## src/rtl/bias_loader.sv

```systemverilog
// Streams DEPTH bias entries into a local memory with a running checksum; 1-cycle registered read port.
// A beat is accepted when valid_i is high in LOAD (ready_o=1). Abort and reset drop the load without a done pulse.
module bias_loader #(
  parameter int DEPTH = 10,
  parameter int WIDTH = 8,
  parameter int AW    = 4
) (
  input  logic             clk_i,
  input  logic             reset_ni,
  input  logic             start_i,
  input  logic             abort_i,
  input  logic [WIDTH-1:0] data_i,
  input  logic             valid_i,
  output logic             ready_o,
  output logic             busy_o,
  output logic             done_o,
  output logic             loaded_o,
  output logic [WIDTH-1:0] checksum_o,
  input  logic [AW-1:0]    rd_addr_i,
  output logic [WIDTH-1:0] rd_data_o
);

  localparam logic [AW-1:0] LAST = AW'(DEPTH - 1);

  typedef enum logic [1:0] {IDLE, LOAD, DONE} state_t;

  state_t           state;
  logic [AW-1:0]    wr_ptr;
  logic [WIDTH-1:0] mem [DEPTH];
  logic             beat;

  // Abort beats a coincident data beat, so the beat is neither written nor summed.
  assign beat = (state == LOAD) && valid_i && !abort_i;

  always_ff @(posedge clk_i or negedge reset_ni) begin
    if (!reset_ni) begin
      state      <= IDLE;
      wr_ptr     <= '0;
      ready_o    <= 1'b0;
      busy_o     <= 1'b0;
      done_o     <= 1'b0;
      loaded_o   <= 1'b0;
      checksum_o <= '0;
    end else begin
      case (state)
        IDLE: begin
          if (start_i) begin
            state      <= LOAD;
            wr_ptr     <= '0;
            checksum_o <= '0;
            loaded_o   <= 1'b0;
            ready_o    <= 1'b1;
            busy_o     <= 1'b1;
          end
        end
        LOAD: begin
          if (abort_i) begin
            state   <= IDLE;
            ready_o <= 1'b0;
            busy_o  <= 1'b0;
          end else if (valid_i) begin
            checksum_o <= checksum_o + data_i;
            if (wr_ptr == LAST) begin
              state    <= DONE;
              ready_o  <= 1'b0;
              done_o   <= 1'b1;
              loaded_o <= 1'b1;
            end else begin
              wr_ptr <= wr_ptr + 1'b1;
            end
          end
        end
        DONE: begin
          state  <= IDLE;
          done_o <= 1'b0;
          busy_o <= 1'b0;
        end
        default: begin
          state   <= IDLE;
          ready_o <= 1'b0;
          busy_o  <= 1'b0;
          done_o  <= 1'b0;
        end
      endcase
    end
  end

  // Bias storage carries no reset; contents survive reset and aborted loads.
  always_ff @(posedge clk_i) begin
    if (beat) mem[wr_ptr] <= data_i;
  end

  always_ff @(posedge clk_i or negedge reset_ni) begin
    if (!reset_ni) rd_data_o <= '0;
    else if (rd_addr_i <= LAST) rd_data_o <= mem[rd_addr_i];
    else rd_data_o <= '0;
  end

endmodule

```

## config.mk

```make
export PLATFORM = sky130hd
export DESIGN_NAME = bias_loader
export DESIGN_NICKNAME = d
export VERILOG_FILES = /design/src/rtl/bias_loader.sv
export SDC_FILE = /design/constraint.sdc
export NUM_CORES = 1
export LEC_CHECK = 0
export ABC_CLOCK_PERIOD_IN_PS = 2300
export BUFFER_PORTS_ARGS = -buffer_cell sky130_fd_sc_hd__buf_2
export CAP_MARGIN = 20
export CORE_MARGIN = 2
export CORE_UTILIZATION = 59
export DETAILED_ROUTE_END_ITERATION = 7
export GPL_ROUTABILITY_DRIVEN = 0
export GPL_TIMING_DRIVEN = 0
export HOLD_SLACK_MARGIN = 0.08
export PLACE_DENSITY = 0.79
export REMOVE_ABC_BUFFERS = 1
export SLEW_MARGIN = 40
export SYNTH_ARGS = -nofsm -noshare
export SYNTH_HDL_FRONTEND = slang
export SYNTH_SLANG_ARGS = --single-unit
```

## constraint.sdc

```tcl
create_clock -name clk_i -period 2.3 [get_ports clk_i]
set_input_delay 0.115 -clock clk_i [delete_from_list [all_inputs] [get_ports clk_i]]
set_output_delay 0.115 -clock clk_i [all_outputs]
set_load 0.01 [all_outputs]
```

==> reports/summary.md, run 1 <==
* **total count of hold-check failures in the final report** 0
* **setup slack, reg-to-reg** 0.18 ns
* **Via density** 5.83
* **r2r endpoint** mem[0][6]
* **cell area after placement** 0.00465 mm^2
* **Critical Path AT** 2.16 ns
* **Row Count** 31
* **skew final** 0.00886 ns
* **number of search-and-repair iterations in the first detailed-routing pass** 4
* **final setup violation count** 0
* **tightest slew margin relative to the limit** 49.0%
* **global routing usage summed across all routing layers** 21.3%
* **gate count of the mapped netlist** 267
* **count of nets left with antenna violations after detail routing** 0
* **worst-path cell with the longest stage delay** sky130_fd_sc_hd__dfrtp_1
* **overall die area** 0.00819 mm^2
* **clock transition at the register clock pins on the worst setup and hold paths after CTS** 0.10 ns
* **Synth top area share** 54.4%
* **share of synthesized flip-flops with an asynchronous set or reset** 24.5%
* **Ant. Diodes** 0
* **max capacitance violation total** 0
* **#FFs+latches synth** 106
* **nature of the critical path startpoint** flop
* **cell-by-cell trace of the critical path** nor3b_4 > nand2_1 > nor3_1 > and2_2
* **capture point of the critical path** mem[0][6]
* **half-perimeter wire length after detailed placement** 5170 um
* **Critical Path Source** state[0]
* **count of input and output buffers** 36
* **root buffer cell** sky130_fd_sc_hd__clkbuf_8
* **startpoint of the worst register-to-register path** state[0]
* **insertion delay of the later-clocked pin in the worst-skew pair** 0.36 ns
* **net count reported at finish** 337
* **Period Utilization, post-route** 92.1%
* **dominant cell type by area after synthesis** sky130_fd_sc_hd__edfxtp_1
* **pin count of the biggest net entering global routing** 27
* **H-tree Lvls** 3
* **TritonCTS Sinks** 106
* **synth warn** 0
* **critical path class** reg2reg
* **HP Class** in2reg
* **areal power density over the cells** 765 mW/mm^2
* **layout overhead on the synthesized area** 11.4%
* **total gr overflow** 0
* **Die H** 90.5 um
* **Initial Util** 60.9%
* **measured slew at the worst slew-check pin** 0.765 ns
* **FF-to-FF path depth** 4
* **number of DRC markers in iteration 0** 188
* **count of pins over their slew limit** 0
* **achievable frequency** 472 MHz
* **Primary FF master, synth** sky130_fd_sc_hd__edfxtp_1
* **final worst path period need** 2.12 ns
* **final-layout worst hold slack** 0.0844 ns
* **number of CTS-inserted buffers** 9
* **TritonCTS clock tree** built
* **Finished Cell Area** 0.00492 mm^2
* **total number of vias** 2,403
* **vias in the first global route** 2,442
* **total power after layout** 3.76 mW
* **Routed WL** 8080 um
* **leakage dissipation** 1.86 nW
* **synthesized area per cell** 16.5 um^2
* **Ports** 37
* **largest fanout on the critical path** 9
* **die span in x** 90.5 um
* **number of antenna violations at the first check in global routing** 0
* **remaining routing DRC violations** 0
* **detail-routed net length per standard cell** 19.6 um
* **Worst EP required** 2.34 ns
* **setup repair after global routing missed its margin** no
* **cell types with the largest area share after synthesis** sky130_fd_sc_hd__edfxtp_1 54%, sky130_fd_sc_hd__dfrtp_1 15%, sky130_fd_sc_hd__mux4_2 8.2%, sky130_fd_sc_hd__ha_1 3.1%, sky130_fd_sc_hd__mux2_2 2.0%
* **CP max stage delay** 0.53 ns
* **Synth Cell Area** 0.00442 mm^2
* **fraction of final layout cells sized beyond drive strength 1** 29.1%
* **ranking of synthesized cells by instance count** 80 x sky130_fd_sc_hd__edfxtp_1, 26 x sky130_fd_sc_hd__dfrtp_1, 19 x sky130_fd_sc_hd__nand2_1
* **nature of the critical path endpoint** flop
* **most common cell in the synthesized netlist** sky130_fd_sc_hd__edfxtp_1
* **sequential fraction of the synthesis area** 69.1%
* **maximum clock path buffer count** 2
* **peak ir drop on the vdd network** 0.414 mV
* **first-pass GRT wire length** 13,000 um
* **synth unique cells** 41
* **result of the run** complete, no violations
* **Post-synth EDFFs** 80
* **core box area** 0.00725 mm^2
* **total setup buffers inserted after CTS** 0
==> cells by family (layout without fill, tap and decap cells) <==
| family | count (synthesis) | after routing | synth area share (%) |
|---|---|---|---|
| buffers and inverters | 18 | 64 | 2.21 |
| adders and majority gates | 12 | 12 | 3.57 |
| and+or+nand+nor | 53 | 53 | 6.15 |
| xor gates and xnor gates | 8 | 8 | 1.59 |
| AOI/OAI and AO/OA | 45 | 45 | 6.80 |
| DFF | 106 | 106 | 69.1 |
| muxes | 25 | 25 | 10.5 |
==> placed cells by master (no fill, tap or decap), types with 2 or more instances in the layout <==
| cell | Yosys | layout |
|---|---|---|
| sky130_fd_sc_hd__edfxtp_1 | 80 | 80 |
| sky130_fd_sc_hd__buf_2 | 6 | 36 |
| sky130_fd_sc_hd__dfrtp_1 | 26 | 26 |
| sky130_fd_sc_hd__nand2_1 | 19 | 19 |
| sky130_fd_sc_hd__mux4_2 | 16 | 16 |
| sky130_fd_sc_hd__a21oi_1 | 16 | 15 |
| sky130_fd_sc_hd__nor2_1 | 11 | 11 |
| sky130_fd_sc_hd__ha_1 | 11 | 10 |
| sky130_fd_sc_hd__clkbuf_8 | 0 | 9 |
| sky130_fd_sc_hd__mux2_2 | 8 | 8 |
| sky130_fd_sc_hd__a221oi_1 | 8 | 8 |
| sky130_fd_sc_hd__xor2_1 | 7 | 7 |
| sky130_fd_sc_hd__dlygate4sd3_1 | 0 | 6 |
| sky130_fd_sc_hd__inv_1 | 5 | 5 |
| sky130_fd_sc_hd__o21ai_1 | 5 | 5 |
| sky130_fd_sc_hd__a22o_1 | 5 | 5 |
| sky130_fd_sc_hd__and2_2 | 0 | 4 |
| sky130_fd_sc_hd__and3_2 | 0 | 4 |
| sky130_fd_sc_hd__inv_6 | 0 | 4 |
| sky130_fd_sc_hd__a21o_1 | 3 | 3 |
| sky130_fd_sc_hd__clkinv_1 | 1 | 2 |
| sky130_fd_sc_hd__and3_1 | 6 | 2 |
| sky130_fd_sc_hd__o21bai_1 | 2 | 2 |
==> metal layers <==
metal / GRT usage, % / vias to the layer above / part of all wire, %
met5: 0 / - / 0
met4: 8.33 / 0 / 0.71
met3: 3.92 / 4 / 5.7
met2: 34.0 / 77 / 51
met1: 29.7 / 1204 / 43
li1: - / 1118 / -
==> worst min path at each step <==
| stage | start | endpoint | cells past startpoint |
|---|---|---|---|
| global placement | reset_ni | rd_data_o[7] | 1 |
| global route | data_i[2] | mem[4][2] | 1 |
| CTS | data_i[5] | mem[9][5] | 1 |
| floorplan | reset_ni | busy_o | 0 |
| detailed placement | reset_ni | rd_data_o[4] | 1 |
| finish | data_i[5] | mem[9][5] | 1 |
==> metrics by stage <==
| stage | instances | TNS (ns) | util (%) | setup slack [ns] |
|---|---|---|---|---|
| 6_report | 412 | 0 | 67.8 | 0.181 |
| 3_5_place_dp | 390 | -0.0525 | 64.1 | -0.00727 |
| 2_1_floorplan | 255 | 0 | - | 0.348 |
| 3_3_place_gp | 390 | -2.45 | 64.0 | -0.307 |
| 5_1_grt | 412 | 0 | 67.8 | 0.0491 |
| 4_1_cts | 412 | 0 | 67.4 | 0.00848 |
==> state kept, by name, summed over array words and instances, names as in the netlist <==
register,cells
checksum_o,8
done_o,1
state,2
busy_o,1
loaded_o,1
ready_o,1
wr_ptr,4
mem,80
rd_data_o,8
==> worst max-delay path, delay by kind of cell, from the launching register on <==
kind / cells / cell delay [ns]
DFF: 1 / 0.53
and+or+nand+nor: 4 / 1.27
==> timing repair <==
item,in CTS,in global routing
hold buffers,6,0
resized for setup,2,9
endpoints found under the setup margin,10,65
endpoints found under the hold margin,43,0
==> where the power goes <==
part | total, mW | switching [mW] | internal [mW] | leakage [nW]
combinational | 0.519 | 0.291 | 0.229 | 0.722
sequential | 2.21 | 0.0637 | 2.14 | 1.05
clock | 1.04 | 0.628 | 0.407 | 0.0857
==> layout make-up <==
| cell class | instances | area [um^2] |
|---|---|---|
| Sequential cell | 106 | 3050 |
| Clock buffer | 10 | 128 |
| Tap cell | 99 | 124 |
| Clock inverter | 6 | 46.3 |
| Inverter | 6 | 22.5 |
| Multi-Input combinational cell | 143 | 1300 |
| Timing Repair Buffer | 42 | 240 |
| Fill cell | 524 | 2340 |
Power figures use the tool's default switching activity.
==> inputs of run 2 (changes only) <==
ABC_AREA = 1   (was default)
REMOVE_ABC_BUFFERS = default   (was 1)
==> run 2 against run 1 <==
Net effect:
- sequential power increased by 2%
- sequential share of layout area decreased by 4.4 points
- combinational power is 42% higher
- wire length increased by 18%
- die area rose by 6.7%
- clock skew increased by 0.011 ns
- fmax up 3.3%
- cell count rose by 48%
==> reports/summary.md, run 2 <==
* **areal power density over the cells** 769 mW/mm^2, +0.58%
* **Post-synth EDFFs** 80, unchanged
* **Worst Hold Launch** data_i[5]
* **final setup violation count** 0, unchanged
* **detail-routed net length per standard cell** 15.6 um, -20%
* **synthesized area per cell** 10.4 um^2, -37%
* **root buffer cell** sky130_fd_sc_hd__clkbuf_8
* **leading cell type in the layout, fill and taps excluded** sky130_fd_sc_hd__nand2_1
* **FF-to-FF path depth** 7, +3
* **Worst EP required** 2.30 ns, -0.04 ns
* **post-synthesis share of cell area spent on and, or, nand and nor gates** 19.9%, +14 points
* **most common cell in the synthesized netlist** sky130_fd_sc_hd__nand2_1
* **Buf/Inv on CP** 3, +3
* **# resized after CTS** 0, -2
* **measured slew at the worst slew-check pin** 0.768 ns, +0.00269 ns
* **total setup buffers inserted after CTS** 0, unchanged
* **number of DRC markers in iteration 0** 237, +26%
* **Initial Util** 61.1%, +0.25 points
* **met2 Usage GRT** 38.4%, +4.4 points
* **dominant delay contributor by cell family on the critical path** simple AND/OR/NAND/NOR gates
* **largest fanout on the critical path** 10, +1
* **TritonCTS clock tree** built
* **logic depth of the worst path, buffers included** 7, +3
* **clock transition at the register clock pins on the worst setup and hold paths after CTS** 0.11 ns, about the same
* **fraction of the core area covered by cells at the end of the flow** 68.5%, +0.70 points
* **count of nets left with antenna violations after detail routing** 0, unchanged
* **nature of the critical path endpoint** flop
* **sequential fraction of the synthesis area** 64.6%, -4.5 points
* **cell-by-cell trace of the critical path** inv_2 > nor2_4 > nand2_4 > inv_2 > nand2_4 > buf_6 > nor3_2
* **peak ir drop on the vdd network** 0.505 mV, +22%
* **terminating pin of the worst hold path** mem[5][5]
* **r2r endpoint** mem[0][6]
* **worst-path cell with the longest stage delay** sky130_fd_sc_hd__nor3_2
* **layout overhead on the synthesized area** 12.1%
* **top library cells by usage in the layout, fill and taps aside** 116 x sky130_fd_sc_hd__nand2_1, 80 x sky130_fd_sc_hd__edfxtp_1, 57 x sky130_fd_sc_hd__inv_1
* **synth warn** 0, unchanged
* **result of the run** complete, no violations
* **achievable frequency** 488 MHz, +3.3%
* **met1 global-route usage** 30.2%, +0.53 points
* **core box area** 0.00773 mm^2, +6.5%
* **share of synthesized flip-flops with an asynchronous set or reset** 24.5%, unchanged
* **combinational family with the most area after synthesis** simple AND/OR/NAND/NOR gates
* **ranking of synthesized cells by instance count** 116 x sky130_fd_sc_hd__nand2_1, 80 x sky130_fd_sc_hd__edfxtp_1, 57 x sky130_fd_sc_hd__inv_1
* **setup repair after global routing missed its margin** no
* **compound-cell area share of the yosys netlist** 4.72%, -2.1 points
* **Row Count** 32, +3.2%
* **die span in x** 93.5 um, +3.3%
* **Ports** 37, unchanged
* **net count reported at finish** 532, +58%
* **vias in the first global route** 2,992, +23%
* **skew final** 0.0203 ns, +0.0114 ns
* **#FFs+latches synth** 106, unchanged
* **critical path class** reg2reg
* **H-tree Lvls** 3, unchanged
* **global-route track usage on met3** 4.27%, +0.35 points
* **area share of fa/ha/maj cells after synthesis** 3.34%, -0.23 points
* **remaining routing DRC violations** 0, unchanged
* **total power after layout** 4.07 mW, +8.3%
* **maximum clock path buffer count** 2, unchanged
* **startpoint of the worst register-to-register path** state[0]
* **Routed WL** 9550 um, +18%
* **half-perimeter wire length after detailed placement** 6530 um, +26%
* **gate count of the mapped netlist** 455, +70%
* **synth unique cells** 28, -32%
* **number of search-and-repair iterations in the first detailed-routing pass** 6, +2
* **registers with the most flip-flops** mem: 80 flops, checksum_o: 8 flops, rd_data_o: 8 flops
* **max capacitance violation total** 0, unchanged
* **Finished Cell Area** 0.00529 mm^2, +7.6%
* **Ant. Diodes** 0, unchanged
* **dominant cell type by area after synthesis** sky130_fd_sc_hd__edfxtp_1
* **fraction of final layout cells sized beyond drive strength 1** 16.9%, -12 points
* **leakage dissipation** 2.32 nW, +25%
* **Die H** 93.5 um, +3.3%
* **Period Utilization, post-route** 89.2%, -3.0 points
* **count of input and output buffers** 34, -5.6%
* **cell types with the largest area share after synthesis** sky130_fd_sc_hd__edfxtp_1 51%, sky130_fd_sc_hd__dfrtp_1 14%, sky130_fd_sc_hd__nand2_1 9.2%, sky130_fd_sc_hd__nand3_1 5.5%, sky130_fd_sc_hd__inv_1 4.5%
* **total count of hold-check failures in the final report** 0, unchanged
* **Synth Cell Area** 0.00472 mm^2, +7.0%
* **cell depth of the worst hold path** 1, unchanged
* **overall die area** 0.00874 mm^2, +6.7%
* **cell area after placement** 0.00507 mm^2, +9.0%
* **Critical Path AT** 2.05 ns, -0.11 ns
* **pin count of the biggest net entering global routing** 27, unchanged
* **register name with the most flops** mem
* **gr busiest metal** met2
* **global routing usage summed across all routing layers** 23.6%, +2.3 points
* **flip-flop count of the largest register, all copies and words added** 80, unchanged
* **Post-Syn Nets** 484
* **post-synthesis share of cell area spent on xor and xnor gates** 0.742%, -0.85 points
* **tightest slew margin relative to the limit** 48.5%, -0.46 points
* **count of pins over their slew limit** 0, unchanged
* **CP max stage delay** 0.59 ns, +0.06 ns
* **setup slack, reg-to-reg** 0.25 ns, +0.07 ns
* **TritonCTS Sinks** 106, unchanged
* **number of CTS-inserted buffers** 9, unchanged
* **Via density** 5.41, -7.2%
* **number of antenna violations at the first check in global routing** 0, unchanged
* **HP Class** in2reg
* **first-pass GRT wire length** 15,200 um, +17%
* **Synth top area share** 50.9%, -3.5 points
* **total gr overflow** 0, unchanged
* **multiplexer share of the synthesized area** 0%, -11 points
* **insertion delay of the later-clocked pin in the worst-skew pair** 0.37 ns, about the same
* **final worst path period need** 2.05 ns, -0.0683 ns
* **total number of vias** 3,301, +37%
* **nature of the critical path startpoint** flop
* **Primary FF master, synth** sky130_fd_sc_hd__edfxtp_1
## run 2: cell types whose count changed in the layout (fill, tap and decap cells not counted), moves of 13 or more
cell | previous run | this run
sky130_fd_sc_hd__inv_1 | 5 | 57
sky130_fd_sc_hd__nand3_1 | 1 | 52
sky130_fd_sc_hd__o21ai_0 | 0 | 13
sky130_fd_sc_hd__nor2_1 | 11 | 27
sky130_fd_sc_hd__nand2_1 | 19 | 116
sky130_fd_sc_hd__mux4_2 | 16 | 0
## run 2: layer usage
layer / vias up / wire, um
met1: 1523 / 4030
met5: - / 0
met3: 30 / 595
met2: 148 / 4560
li1: 1600 / -
met4: 0 / 363
## run 2: how the worst max path moves through the flow
stage / end / start
after floorplan: mem[2][0] / state[0]
final: mem[0][6] / state[0]
after global placement: mem[8][5] / state[0]
after detailed placement: mem[9][5] / wr_ptr[1]
after CTS: mem[9][0] / wr_ptr[1]
after global routing: mem[0][6] / state[0]
## run 2: logic make-up (layout without fill, tap and decap cells)
family,count (synthesis),count (layout)
compound gates,42,42
xor+xnor,4,4
fa+ha+maj,12,12
flops,106,106
simple gates,215,215
buf+inv,76,129
## run 2: cell type report
type	count	area (um^2)
Inverter	63	239
Clock inverter	6	50.0
Multi-Input combinational cell	273	1410
Buffer	13	73.8
Timing Repair Buffer	37	200
Fill cell	574	2430
Clock buffer	10	138
Sequential cell	106	3050
Tap cell	102	128
## run 2: report_power, final
group / total, mW / switching [mW] / internal, mW
logic: 0.737 / 0.480 / 0.257
registers: 2.25 / 0.0759 / 2.17
clock network: 1.09 / 0.651 / 0.437
total: 4.07 / 1.21 / 2.87
## run 2: worst register-to-register path, delay by kind of cell, from the launching register on
family / cells / cell delay [ns]
buf+inv: 3 / 0.32
flops: 1 / 0.45
simple gates: 4 / 0.92
## run 2: metrics by stage
stage	hold WS [ns]	setup slack (ns)	instances	setup TNS [ns]
after floorplan	-0.181	0.396	455	0
after global placement	0.168	-0.152	591	-1.91
after detailed placement	0.190	0.0780	591	0
after global routing	0.102	0.115	610	0
final	0.102	0.249	610	0
after CTS	0.0829	0.0682	610	0
## run 2: timing repair
item | in CTS | in global routing
endpoints found under the hold margin | 30 | 0
hold buffers | 3 | 0
endpoints found under the setup margin | 0 | 0
==> inputs of run 3 (changes only) <==
CORE_ASPECT_RATIO = 0.8   (was default)
==> run 3 against run 2 <==
Net effect:
- critical path depth decreased by 1
- register-to-register slack got worse by 0.09 ns
- flip-flop and latch count unchanged
- critical path type unchanged
- hold slack improved by 0.016 ns
- design area decreased by 0.14%
- sequential share of layout area increased by 0.082 points
- wire length increased by 7.6%
- via count increased by 2.2%
- clock power decreased by 6%
- power decreased by 1.1%
==> reports/summary.md, run 3 (synthesis gave the netlist of run 2 again) <==
* **count of pins over their slew limit** 0, unchanged
* **pin count of the biggest net entering global routing** 27, unchanged
* **vias in the first global route** 3,339, +12%
* **top library cells by usage in the layout, fill and taps aside** 116 x sky130_fd_sc_hd__nand2_1, 80 x sky130_fd_sc_hd__edfxtp_1, 57 x sky130_fd_sc_hd__inv_1
* **detail-routed net length per standard cell** 16.6 um, +6.4%
* **critical path class** reg2reg
* **number of CTS-inserted buffers** 9, unchanged
* **leading cell type in the layout, fill and taps excluded** sky130_fd_sc_hd__nand2_1
* **Worst EP required** 2.30 ns, about the same
* **tightest slew margin relative to the limit** 46.2%, -2.3 points
* **nature of the critical path endpoint** flop
* **first-pass GRT wire length** 16,700 um, +10%
* **measured slew at the worst slew-check pin** 0.804 ns, +0.0364 ns
* **Die H** 84.0 um, -10%
* **cell depth of the worst hold path** 3, +2
* **total gr overflow** 0, unchanged
* **instance count after placement with tap cells included** 597, +1.0%
* **H-tree Lvls** 3, unchanged
* **result of the run** complete, no violations
* **areal power density over the cells** 762 mW/mm^2, -0.95%
* **skew final** 0.0129 ns, -0.00741 ns
* **final worst path period need** 2.14 ns, +0.0930 ns
* **max capacitance violation total** 0, unchanged
* **fraction of power spent switching nets** 29.7%, +0.10 points
* **Critical Path AT** 2.15 ns, +0.10 ns
* **Int Pwr** 2.83 mW, -1.2%
* **# resized after CTS** 0, unchanged
* **count of input and output buffers** 34, unchanged
* **leakage dissipation** 2.30 nW, -0.85%
* **Ports** 37, unchanged
* **clock transition at the register clock pins on the worst setup and hold paths after CTS** 0.10 ns, about the same
* **TritonCTS clock tree** built
* **final setup violation count** 0, unchanged
* **overall die area** 0.00874 mm^2, about the same
* **TritonCTS Sinks** 106, unchanged
* **largest fanout on the critical path** 8, -2
* **remaining routing DRC violations** 0, unchanged
* **nature of the critical path startpoint** flop
* **total number of vias** 3,372, +2.2%
* **maximum clock path buffer count** 2, unchanged
* **total count of hold-check failures in the final report** 0, unchanged
* **sequential cell fraction of total power** 56.0%, +0.8 points
* **total power after layout** 4.03 mW, -1.1%
* **fraction of the core area covered by cells at the end of the flow** 67.4%, -1.1 points
* **flip-flop count of the largest register, all copies and words added** 80, unchanged
* **core box area** 0.00784 mm^2, +1.4%
* **Via density** 5.47, +0.99%
* **number of DRC markers in iteration 0** 264, +11%
* **half-perimeter wire length after detailed placement** 7050 um, +8.0%
* **Ant. Diodes** 0, unchanged
* **peak ir drop on the vdd network** 0.446 mV, -12%
* **insertion delay of the later-clocked pin in the worst-skew pair** 0.37 ns, about the same
* **Switching Power** 1.20 mW, -0.74%
* **HP Class** in2reg
* **register name with the most flops** mem
* **Fillers** 614, +7.0%
* **Initial Util** 60.3%, -0.86 points
* **global routing usage summed across all routing layers** 25.2%, +1.6 points
* **achievable frequency** 466 MHz, -4.3%
* **Clk network pwr share** 25.6%, -1.1 points
* **portion of total power attributed to combinational logic** 18.5%, +0.4 points
* **number of antenna violations at the first check in global routing** 0, unchanged
* **root buffer cell** sky130_fd_sc_hd__clkbuf_8
* **number of search-and-repair iterations in the first detailed-routing pass** 5, -1
* **die span in x** 104 um, +11%
* **fraction of final layout cells sized beyond drive strength 1** 16.3%, -0.62 points
* **count of nets left with antenna violations after detail routing** 0, unchanged
* **Row Count** 29, -9.4%
* **FF-to-FF path depth** 6, -1
* **registers with the most flip-flops** mem: 80 flops, checksum_o: 8 flops, rd_data_o: 8 flops
* **final std cells w/o fill** 617, +1.1%
* **layout overhead on the synthesized area** 11.9%
* **net count reported at finish** 533, +0.19%
* **Routed WL** 10,300 um, +7.6%
* **Period Utilization, post-route** 93.2%, +4.0 points
* **setup repair after global routing missed its margin** no
-- run 3: worst paths after layout --
path / slack, ns / from / endpoint
max in group asynchronous: 1.57 / reset_ni / wr_ptr[3]
setup / recovery: 0.16 / wr_ptr[1] / mem[9][4]
setup reg to reg: 0.16 / wr_ptr[1] / mem[9][4]
hold reg to reg: 0.51 / done_o / done_o
hold / removal: 0.12 / start_i / state[0]
min in group asynchronous: 0.30 / reset_ni / rd_data_o[0]
-- run 3: worst max-delay path: stages, from the launching register on --
cell                      delay, ns
sky130_fd_sc_hd__dfrtp_1       0.44
sky130_fd_sc_hd__inv_1         0.10
sky130_fd_sc_hd__ha_1          0.15
sky130_fd_sc_hd__inv_1         0.09
sky130_fd_sc_hd__nor2_1        0.23
sky130_fd_sc_hd__nand2_1       0.13
sky130_fd_sc_hd__nor2_1        0.63
-- run 3: metrics by stage --
| stage | setup slack (ns) | setup TNS [ns] | hold WS [ns] | cell area, um^2 |
|---|---|---|---|---|
| 6_report | 0.156 | 0 | 0.118 | 5290 |
| 5_1_grt | 0.00880 | 0 | 0.0977 | 5290 |
| 4_1_cts | 0.143 | 0 | 0.103 | 5290 |
| 3_5_place_dp | 0.179 | 0 | 0.170 | 5070 |
| 3_3_place_gp | -0.169 | -3.17 | 0.156 | 5030 |
| 2_1_floorplan | 0.396 | 0 | -0.181 | 4720 |
-- run 3: what timing repair did --
| action | 4_1_cts | 5_1_grt |
|---|---|---|
| buffers inserted | 0 | 0 |
| endpoints found under the hold margin | 30 | 0 |
| hold buffers | 4 | 0 |
| endpoints found under the setup margin | 0 | 0 |
-- run 3: power groups by stage --
stage | logic (mW) | registers, mW | clock network, mW
final | 0.744 | 2.25 | 1.03
after global routing | 0.842 | 2.26 | 1.11
after CTS | 0.743 | 2.25 | 1.05
after detailed placement | 0.736 | 2.29 | 0
after global placement | 0.680 | 2.29 | 0
after floorplan | 0.448 | 2.31 | 0
-- run 3: metal layers --
metal  vias up  share of wire [%]  track usage (%)
met2       145                 51             43.8
met1      1613                 40             31.9
met5         -                  0                0
li1       1599                  -                -
met3        15                7.6             5.46
met4         0                1.1             7.49
-- run 3: cell type report --
type	instances	area (um^2)	area share, %
sequential	106	3050	57.8
multi-input combinational	273	1400	26.5
inverter	63	239	4.52
timing repair buffer	38	210	3.98
tap	108	135	2.56
clock buffer	11	131	2.49
buffer	13	73.8	1.40
clock inverter	5	40.0	0.758
